File: src/rtl/mcpu_pkg.sv
// Shared encodings for the multicycle CPU controller: opcodes, FSM state
// codes, ALU function codes and the decoded-instruction bundle.
package mcpu_pkg;

  localparam logic [5:0] OP_ADD  = 6'b000000;
  localparam logic [5:0] OP_SUB  = 6'b000001;
  localparam logic [5:0] OP_ADDI = 6'b000010;
  localparam logic [5:0] OP_OR   = 6'b010000;
  localparam logic [5:0] OP_AND  = 6'b010001;
  localparam logic [5:0] OP_ORI  = 6'b010010;
  localparam logic [5:0] OP_SW   = 6'b100110;
  localparam logic [5:0] OP_LW   = 6'b100111;
  localparam logic [5:0] OP_BEQ  = 6'b110000;
  localparam logic [5:0] OP_HALT = 6'b111111;

  localparam logic [2:0] S_IF   = 3'b000;
  localparam logic [2:0] S_ID   = 3'b001;
  localparam logic [2:0] S_EXE  = 3'b010;
  localparam logic [2:0] S_MEM  = 3'b011;
  localparam logic [2:0] S_WB   = 3'b100;
  localparam logic [2:0] S_HALT = 3'b111;

  localparam logic [2:0] ALU_ADD  = 3'b000;
  localparam logic [2:0] ALU_SUB  = 3'b001;
  localparam logic [2:0] ALU_RSUB = 3'b010;
  localparam logic [2:0] ALU_OR   = 3'b011;
  localparam logic [2:0] ALU_AND  = 3'b100;
  localparam logic [2:0] ALU_ANDN = 3'b101;
  localparam logic [2:0] ALU_XOR  = 3'b110;
  localparam logic [2:0] ALU_XNOR = 3'b111;

  typedef enum logic [2:0] {
    CL_NOP,
    CL_ALU_R,
    CL_ALU_I,
    CL_LOAD,
    CL_STORE,
    CL_BRANCH,
    CL_HALT
  } opClass_e;

  typedef struct packed {
    opClass_e   cls;
    logic [2:0] aluOp;
    logic       aluSrcB;
    logic       extSel;
    logic       regDst;
  } decode_t;

endpackage

File: src/rtl/mcpu_opdecode.sv
// Combinational opcode decoder: instruction class plus the static datapath
// controls that depend only on the opcode.
module mcpu_opdecode
  import mcpu_pkg::*;
#(
  parameter int OPW = 6
) (
  input  logic [OPW-1:0] opCode,
  output decode_t        dec
);

  // Opcode table; anything not listed is treated as a NOP.
  always_comb begin
    dec = '{cls: CL_NOP, aluOp: ALU_ADD, aluSrcB: 1'b0, extSel: 1'b0, regDst: 1'b0};
    case (opCode)
      OP_ADD:  dec = '{cls: CL_ALU_R,  aluOp: ALU_ADD, aluSrcB: 1'b0, extSel: 1'b0, regDst: 1'b1};
      OP_SUB:  dec = '{cls: CL_ALU_R,  aluOp: ALU_SUB, aluSrcB: 1'b0, extSel: 1'b0, regDst: 1'b1};
      OP_OR:   dec = '{cls: CL_ALU_R,  aluOp: ALU_OR,  aluSrcB: 1'b0, extSel: 1'b0, regDst: 1'b1};
      OP_AND:  dec = '{cls: CL_ALU_R,  aluOp: ALU_AND, aluSrcB: 1'b0, extSel: 1'b0, regDst: 1'b1};
      OP_ADDI: dec = '{cls: CL_ALU_I,  aluOp: ALU_ADD, aluSrcB: 1'b1, extSel: 1'b1, regDst: 1'b0};
      OP_ORI:  dec = '{cls: CL_ALU_I,  aluOp: ALU_OR,  aluSrcB: 1'b1, extSel: 1'b0, regDst: 1'b0};
      OP_SW:   dec = '{cls: CL_STORE,  aluOp: ALU_ADD, aluSrcB: 1'b1, extSel: 1'b1, regDst: 1'b0};
      OP_LW:   dec = '{cls: CL_LOAD,   aluOp: ALU_ADD, aluSrcB: 1'b1, extSel: 1'b1, regDst: 1'b0};
      OP_BEQ:  dec = '{cls: CL_BRANCH, aluOp: ALU_SUB, aluSrcB: 1'b0, extSel: 1'b1, regDst: 1'b0};
      OP_HALT: dec = '{cls: CL_HALT,   aluOp: ALU_ADD, aluSrcB: 1'b0, extSel: 1'b0, regDst: 1'b0};
      default: ;
    endcase
  end

endmodule

File: src/rtl/multicycle_control_unit.sv
// Five-phase multicycle CPU controller (IF, ID, EXE, MEM, WB).
//
//   state  | meaning
//   S_IF   | fetch: read instruction memory, load IR
//   S_ID   | decode; NOP retires here, HALT parks
//   S_EXE  | ALU operation; BEQ resolves on zero and retires
//   S_MEM  | data memory access; SW retires
//   S_WB   | register write-back; ALU ops and LW retire
//   S_HALT | parked until Reset
//
// Outputs decode the state register (plus the stable IR opcode), so they
// follow the state with no extra cycle of latency. PCSrc in BEQ's EXE also
// follows zero combinationally. Everything is forced low while Reset is high
// so an aborted store or write-back drops in the same cycle.
module multicycle_control_unit
  import mcpu_pkg::*;
#(
  parameter int OPW = 6,
  parameter int STW = 3
) (
  input  logic           CLK,
  input  logic           Reset,
  input  logic [OPW-1:0] opCode,
  input  logic           zero,
  output logic           PCWre,
  output logic           IRWre,
  output logic           InsMemRW,
  output logic           ExtSel,
  output logic           ALUSrcB,
  output logic [2:0]     ALUOp,
  output logic           RegDst,
  output logic           RegWre,
  output logic           mRD,
  output logic           mWR,
  output logic           DBDataSrc,
  output logic [1:0]     PCSrc,
  output logic [STW-1:0] state
);

  decode_t dec;

  mcpu_opdecode #(.OPW(OPW)) uDecode (
    .opCode (opCode),
    .dec    (dec)
  );

  // State register and transition table; unused codes recover to fetch.
  always_ff @(posedge CLK or posedge Reset) begin
    if (Reset) begin
      state <= S_IF;
    end else begin
      case (state)
        S_IF:  state <= S_ID;
        S_ID: begin
          if (dec.cls == CL_HALT)     state <= S_HALT;
          else if (dec.cls == CL_NOP) state <= S_IF;
          else                        state <= S_EXE;
        end
        S_EXE: begin
          if (dec.cls == CL_ALU_R || dec.cls == CL_ALU_I)      state <= S_WB;
          else if (dec.cls == CL_LOAD || dec.cls == CL_STORE) state <= S_MEM;
          else                                                state <= S_IF;
        end
        S_MEM:  state <= (dec.cls == CL_LOAD) ? S_WB : S_IF;
        S_WB:   state <= S_IF;
        S_HALT: state <= S_HALT;
        default: state <= S_IF;
      endcase
    end
  end

  // Output decode from the current state; ALU controls hold from EXE to WB.
  always_comb begin
    PCWre     = 1'b0;
    IRWre     = 1'b0;
    InsMemRW  = 1'b0;
    ExtSel    = 1'b0;
    ALUSrcB   = 1'b0;
    ALUOp     = ALU_ADD;
    RegDst    = 1'b0;
    RegWre    = 1'b0;
    mRD       = 1'b0;
    mWR       = 1'b0;
    DBDataSrc = 1'b0;
    PCSrc     = 2'b00;
    if (!Reset) begin
      if (state == S_EXE || state == S_MEM || state == S_WB) begin
        ALUOp   = dec.aluOp;
        ALUSrcB = dec.aluSrcB;
        ExtSel  = dec.extSel;
      end
      case (state)
        S_IF: begin
          InsMemRW = 1'b1;
          IRWre    = 1'b1;
        end
        S_ID:  PCWre = (dec.cls == CL_NOP);
        S_EXE: begin
          if (dec.cls == CL_BRANCH) begin
            PCWre = 1'b1;
            PCSrc = zero ? 2'b01 : 2'b00;
          end
        end
        S_MEM: begin
          mRD   = (dec.cls == CL_LOAD);
          mWR   = (dec.cls == CL_STORE);
          PCWre = (dec.cls == CL_STORE);
        end
        S_WB: begin
          RegWre    = 1'b1;
          PCWre     = 1'b1;
          RegDst    = dec.regDst;
          DBDataSrc = (dec.cls == CL_LOAD);
        end
        default: ;
      endcase
    end
  end

endmodule
File: config.mk
export PLATFORM = sky130hd
export DESIGN_NAME = multicycle_control_unit
export DESIGN_NICKNAME = d
export VERILOG_FILES = /design/src/rtl/mcpu_pkg.sv /design/src/rtl/mcpu_opdecode.sv /design/src/rtl/multicycle_control_unit.sv
export SDC_FILE = /design/constraint.sdc
export NUM_CORES = 1
export LEC_CHECK = 0
export CORE_MARGIN = 1
export CORE_UTILIZATION = 41
export CTS_CLUSTER_DIAMETER = 80
export CTS_CLUSTER_SIZE = 8
export DETAILED_ROUTE_END_ITERATION = 12
export GPL_ROUTABILITY_DRIVEN = 0
export PLACE_DENSITY = 0.78
export SKIP_LAST_GASP = 1
export SLEW_MARGIN = 10
export SYNTH_ARGS = -nofsm -noshare
export SYNTH_HDL_FRONTEND = slang
export SYNTH_HIERARCHICAL = 1
export SYNTH_SLANG_ARGS = --single-unit
File: constraint.sdc
create_clock -name CLK -period 2.8 [get_ports CLK]
set_input_delay 0.7 -clock CLK [delete_from_list [all_inputs] [get_ports CLK]]
set_output_delay 0.7 -clock CLK [all_outputs]
set_load 0.02 [all_outputs]
==> results of run 1 <==
-- cells by family after synthesis --
group | after synthesis
AND/OR/NAND/NOR | 48
AO/OA/AOI/OAI | 19
buffers and inverters | 15
flip-flops | 3
XOR/XNOR | 2
other | 1
-- synthesized netlist by cell type, drive strengths merged, types with 2 or more instances --
cell type / n
inv: 4
dfrtp: 3
nor2b: 3
nor2: 6
nand4: 3
a21oi: 3
nand3: 2
clkbuf: 5
and2: 6
o21a: 2
nand3b: 2
nand2b: 7
a31oi: 2
nand2: 3
nor4: 4
or3: 2
buf: 6
o31ai: 2
nor3: 3
-- metrics by stage --
step                hold WS [ns]  worst slack (ns)  area (um2)  util [%]  TNS, ns
floorplan                  0.486           -0.0535         631         -  -0.0535
global placement           0.598            -0.856        1020      75.5    -6.95
detailed placement         0.598            -0.888        1020      75.5    -7.61
CTS                        0.608           -0.0795        1120      83.2  -0.0825
global route               0.638           -0.0414        1140      84.7   -0.108
finish                     0.610           0.00384        1140      84.7        0
-- power breakdown --
group          switching, W  total (W)  internal, W
logic             0.0000412  0.0000819    0.0000408
clock network     0.0000311  0.0000851    0.0000540
registers                 0  0.0000436    0.0000436
total             0.0000723   0.000211     0.000138
-- what timing repair did --
item	in CTS	in global routing
hold buffers	0	0
resized for setup	77	12
endpoints found under the setup margin	14	7
pin swaps	11	13
buffers inserted	5	1
-- metal layers --
layer | share of wire, % | GRT usage (%) | vias up
met5 | 0 | 0 | -
met4 | 2.4 | 15.0 | 0
met3 | 9.0 | 11.4 | 8
met2 | 47 | 55.6 | 54
met1 | 41 | 39.2 | 390
li1 | - | - | 416
-- critical path, cell delays in order --
cell and delay, ns:
buf_6 0.09, buf_6 0.11, and2b_2 0.21, buf_6 0.12, nand4_1 0.09, a21oi_2 0.09, buf_6 0.14, nand2b_1 0.19
nor3_4 0.21, buf_6 0.14
-- placed cells by master, fill, tap and decap left out, drive strengths merged, types with 2 or more instances in the layout --
master,instances
a21oi,3
a31oi,2
and2,6
buf,40
clkbuf,6
clkdlybuf4s15,2
clkdlybuf4s50,5
dfrtp,3
dlygate4sd2,6
inv,4
nand2,3
nand2b,7
nand3,2
nand3b,2
nand4,3
nor2,6
nor2b,3
nor3,3
nor4,4
o21a,2
o31ai,2
or3,2
-- area by class of cell --
type | instances | area (um2) | area share (%)
flip-flops and latches | 3 | 75.1 | 6.56
repair buffers | 55 | 460 | 40.3
clock buffers | 4 | 26.3 | 2.30
inverters | 4 | 15.0 | 1.31
well taps | 15 | 18.8 | 1.64
multi-input cells | 70 | 548 | 47.9
-- path summary, 6_finish.rpt --
kind                       endpoint
max                             mWR
max in group asynchronous  state[1]
min reg2reg                state[0]
min                        state[0]
max reg2reg                state[0]
min in group asynchronous  state[0]
==> reports/summary.txt, run 1 <==
Placed Cells incl. Taps: 141
critical path arrival: 2.10 ns
routed wire length: 2450 um
Post-synth EDFFs: 0
routed len/inst: 16.2 um
Hold Startpoint: state[2]
input/output buffers: 25
required time of the critical path: 2.10 ns
Post-Synth XOR/XNOR Area: 2.85%
Die H: 40.8 um
Vias/cell: 5.75
filler cell count: 81
syn nets: 97
Setup Viol. Count Final: 0
WHS Path Cells: 2
1st-iter DRT viols: 29
H-tree depth: 1
Die X: 40.8 um
non-filler cells, final: 151
largest family of logic cells by synthesized area: simple AND/OR/NAND/NOR gates
Seq cells post-synth: 3
Seq/Total Area, Yosys: 12.2%
Power Dens Cells: 184 nW/um2
antenna violations before repair: 0
status: complete, no violations
Post-DP HPWL: 1590 um
first-pass GRT wire length: 3610 um
RR Startpoint: state[0]
warnings from Yosys: 6
vias in the first global route: 800
I/O pins: 27
DRC viols: 0
fin nets: 146
Synth Area in Adders: 0%
total CTS buffers: 3
Compound-Gate Fraction of Synth Area: 23.2%
Top Registers: state (3)
CTS Root Cell: clkbuf_4
synthesized area per cell: 7.00 um2
asr flop ratio synth: 100%
reg2reg setup slack: 1.59 ns
Simple-Gate Fraction of Synth Area: 49.0%
Synth cell types: 45
path type of the worst min-delay path: reg -> reg
worst clock skew: 0.00160 ns
gr ovfl total: 0
Clk Latency, worst-skew pair: 0.25 ns
Main synth FF type: dfrtp_1
WS Path Type: in -> out
CTS clk-pin slew, worst paths: 0.04 ns
Max IR drop VDD: 147 uV
Post-Syn Instances: 88
CP Launch Point: opCode[0]
Final Critical Period: 2.80 ns
static leakage: 0.517 nW
max FFs per register: 3
mux cell area share after synthesis: 0%
DIE AREA: 1660 um2
Antenna Nets Post-Route: 0
Hold Violations, Final: 0
clock buffer depth: 2
top cell type's share of synthesized area: 12.2%
Synth area leader: dfrtp_1
Top reg by flops: state
r2r worst-path depth: 4
Core Rows: 13
CP Launch Type: input port
# diodes: 0
Placeable Area: 1350 um2
synth top area cells: dfrtp_1, and2_1, nand2b_1
CP endpoint kind: output pin
largest net degree at the start of global routing: 12
CP max FO: 8
RSZ-0062 raised after global routing: true
clk sinks: 3
CTS tree: done
Max Cap Violations: 0
vias: 868
f_max: 358 MHz
Max Slew Vio Count: 0
cell area after synthesis: 616 um2
layout cells sized above 1: 47.8%
Syn-to-layout area delta: 85.8%
period utilization: 99.9%
first-pass detailed-route iteration total: 4
Pwr Total: 0.000211 W
Starting Density: 45.6%
overall global routing resource usage: 33.7%
Note: power is estimated with default switching activity, not from simulation.
==> run 2: changes to the inputs <==
--- a/config.mk
+++ b/config.mk
@@ -12,7 +12,6 @@
 export DETAILED_ROUTE_END_ITERATION = 12
 export GPL_ROUTABILITY_DRIVEN = 0
 export PLACE_DENSITY = 0.78
-export SKIP_LAST_GASP = 1
 export SLEW_MARGIN = 10
 export SYNTH_ARGS = -nofsm -noshare
 export SYNTH_HDL_FRONTEND = slang
==> run 2 against run 1 <==
  * The run now ends with setup timing left
  * Clock power rose by 1%
  * Final area rose by 2.0%
  * Global-route usage did not move
  * Non-clock buffer count did not move
  * Clock skew rose by 0.0024 ns
  * Critical path depth did not move
==> reports/summary.txt, run 2 (synthesis gave the netlist of run 1 again) <==
status: complete, but fails checks
failing checks: setup timing
CP max-delay cell: and2b_2
Max Slew Vio Count: 0
Multi-input gate area: 571 um2
Core Rows: 13
# hold bufs at CTS: 0
Hold Startpoint: state[2]
# diodes: 0
Antenna Nets Post-Route: 0
Hold WS: 0.612 ns
routed len/inst: 16.7 um
Setup Viol. Count Final: 3
path type of the worst min-delay path: reg -> reg
Hold EP: state[0]
routed wire length: 2520 um
Util after Layout: 86.4%
fin nets: 146
Top Registers: state (3)
slowest stage delay, CP: 0.24 ns
total CTS buffers: 3
CP endpoint kind: output pin
Clk Latency, worst-skew pair: 0.25 ns
filler cell count: 75
max FFs per register: 3
Starting Density: 45.6%
1st-iter DRT viols: 20
critical path arrival: 2.13 ns
RR Startpoint: state[0]
DIE AREA: 1660 um2
WHS Path Cells: 2
vias: 888
CP most frequent cell: buf_6
gr ovfl total: 0
most common cell after layout, fill and taps aside: buf_4
Die H: 40.8 um
worst clock skew: 0.00401 ns
CTS clk-pin slew, worst paths: 0.04 ns
r2r worst-path depth: 4
CP Launch Point: opCode[4]
period utilization: 101%
first-pass GRT wire length: 3610 um
DRC viols: 0
CP Launch Type: input port
Final Critical Period: 2.83 ns
input/output buffers: 25
Max Cap Violations: 0
Syn-to-layout area delta: 89.4%
clock buffer depth: 2
H-tree depth: 1
CP max FO: 8
clk sinks: 3
reg2reg setup slack: 1.59 ns
overall global routing resource usage: 33.7%
CTS tree: done
Vias/cell: 5.88
WS Path Type: in -> out
Hold Violations, Final: 0
crit path cell chain: buf_6 > and2b_2 > buf_6 > nand4_1 > a21oi_2 > buf_6 > nor2b_1 > a32oi_1 > o21ai_2 > buf_6
CTS Root Cell: clkbuf_4
placed cell area: 1020 um2
Sequential Area: 75.1 um2
largest net degree at the start of global routing: 12
most frequent cells in the layout: buf_4, buf_6, and2_1, nor2_1, dlygate4sd2_1
Power Dens Cells: 183 nW/um2
RSZ-0062 raised after global routing: true
layout cells sized above 1: 50.0%
static leakage: 0.534 nW
setup ws final: -0.0302 ns
Die X: 40.8 um
first-pass detailed-route iteration total: 4
Placeable Area: 1350 um2
R2R Path End: state[0]
Max IR drop VDD: 178 uV
vias in the first global route: 797
Post-DP HPWL: 1590 um
Top reg by flops: state
antenna violations before repair: 0
required time of the critical path: 2.10 ns
I/O pins: 27
f_max: 353 MHz
post-route cell area: 1170 um2
==> run 2: cell count changes in the layout (fill, tap and decap cells not counted) <==
cell,before,now
nand2b_1,5,3
nand2b_4,1,3
buf_4,27,28
clkbuf_4,4,3
xnor2_1,1,0
xnor2_2,0,1
==> run 2: power breakdown <==
| group | leakage (nW) | internal (W) | switching [W] | total [W] |
|---|---|---|---|---|
| combinational | 0.493 | 0.0000424 | 0.0000418 | 0.0000842 |
| sequential | 0.0262 | 0.0000436 | 0 | 0.0000436 |
| clock | 0.0150 | 0.0000540 | 0.0000322 | 0.0000862 |
==> run 2: metrics by stage <==
stage	worst slack (ns)	cells	total power [W]	TNS (ns)
2_1_floorplan	-0.0535	88	0.0000724	-0.0535
3_3_place_gp	-0.856	141	0.000108	-6.95
3_5_place_dp	-0.888	141	0.000110	-7.61
4_1_cts	-0.0605	150	0.000208	-0.0605
5_1_grt	-0.0643	151	0.000224	-0.173
6_report	-0.0302	151	0.000214	-0.0420
==> run 2: final cells by class <==
type,instances,area share (%)
multi-input combinational,70,48.9
timing repair buffer,55,39.5
sequential,3,6.44
clock buffer,4,2.25
tap,15,1.61
inverter,4,1.29
==> run 2: critical path, delay by kind of cell <==
kind | cells | cell delay [ns]
buffers and inverters | 4 | 0.49
AND/OR/NAND/NOR | 3 | 0.44
AO/OA/AOI/OAI | 3 | 0.50
==> run 2: what timing repair did <==
action                                  in CTS  in global routing
endpoints found under the setup margin      14                  6
buffers inserted                             5                  1
pin swaps                                   11                  8
gates resized for setup                     78                 14
==> run 2: worst max path at each step <==
stage               cells after the start    end  slack [ns]
floorplan                               7    mRD       -0.05
global placement                        8  PCWre       -0.86
detailed placement                      8  PCWre       -0.89
CTS                                     8    mWR       -0.06
global route                            8    mRD       -0.06
finish                                 10  PCWre       -0.03
==> run 2: routing by layer <==
metal  global-route usage (%)  share of wire [%]  up-vias
met5                        0                  0        -
met2                     55.6                 49       51
met1                     39.2                 43      413
met4                     15.0                1.8        0
li1                         -                  -      416
met3                     11.4                6.4        8
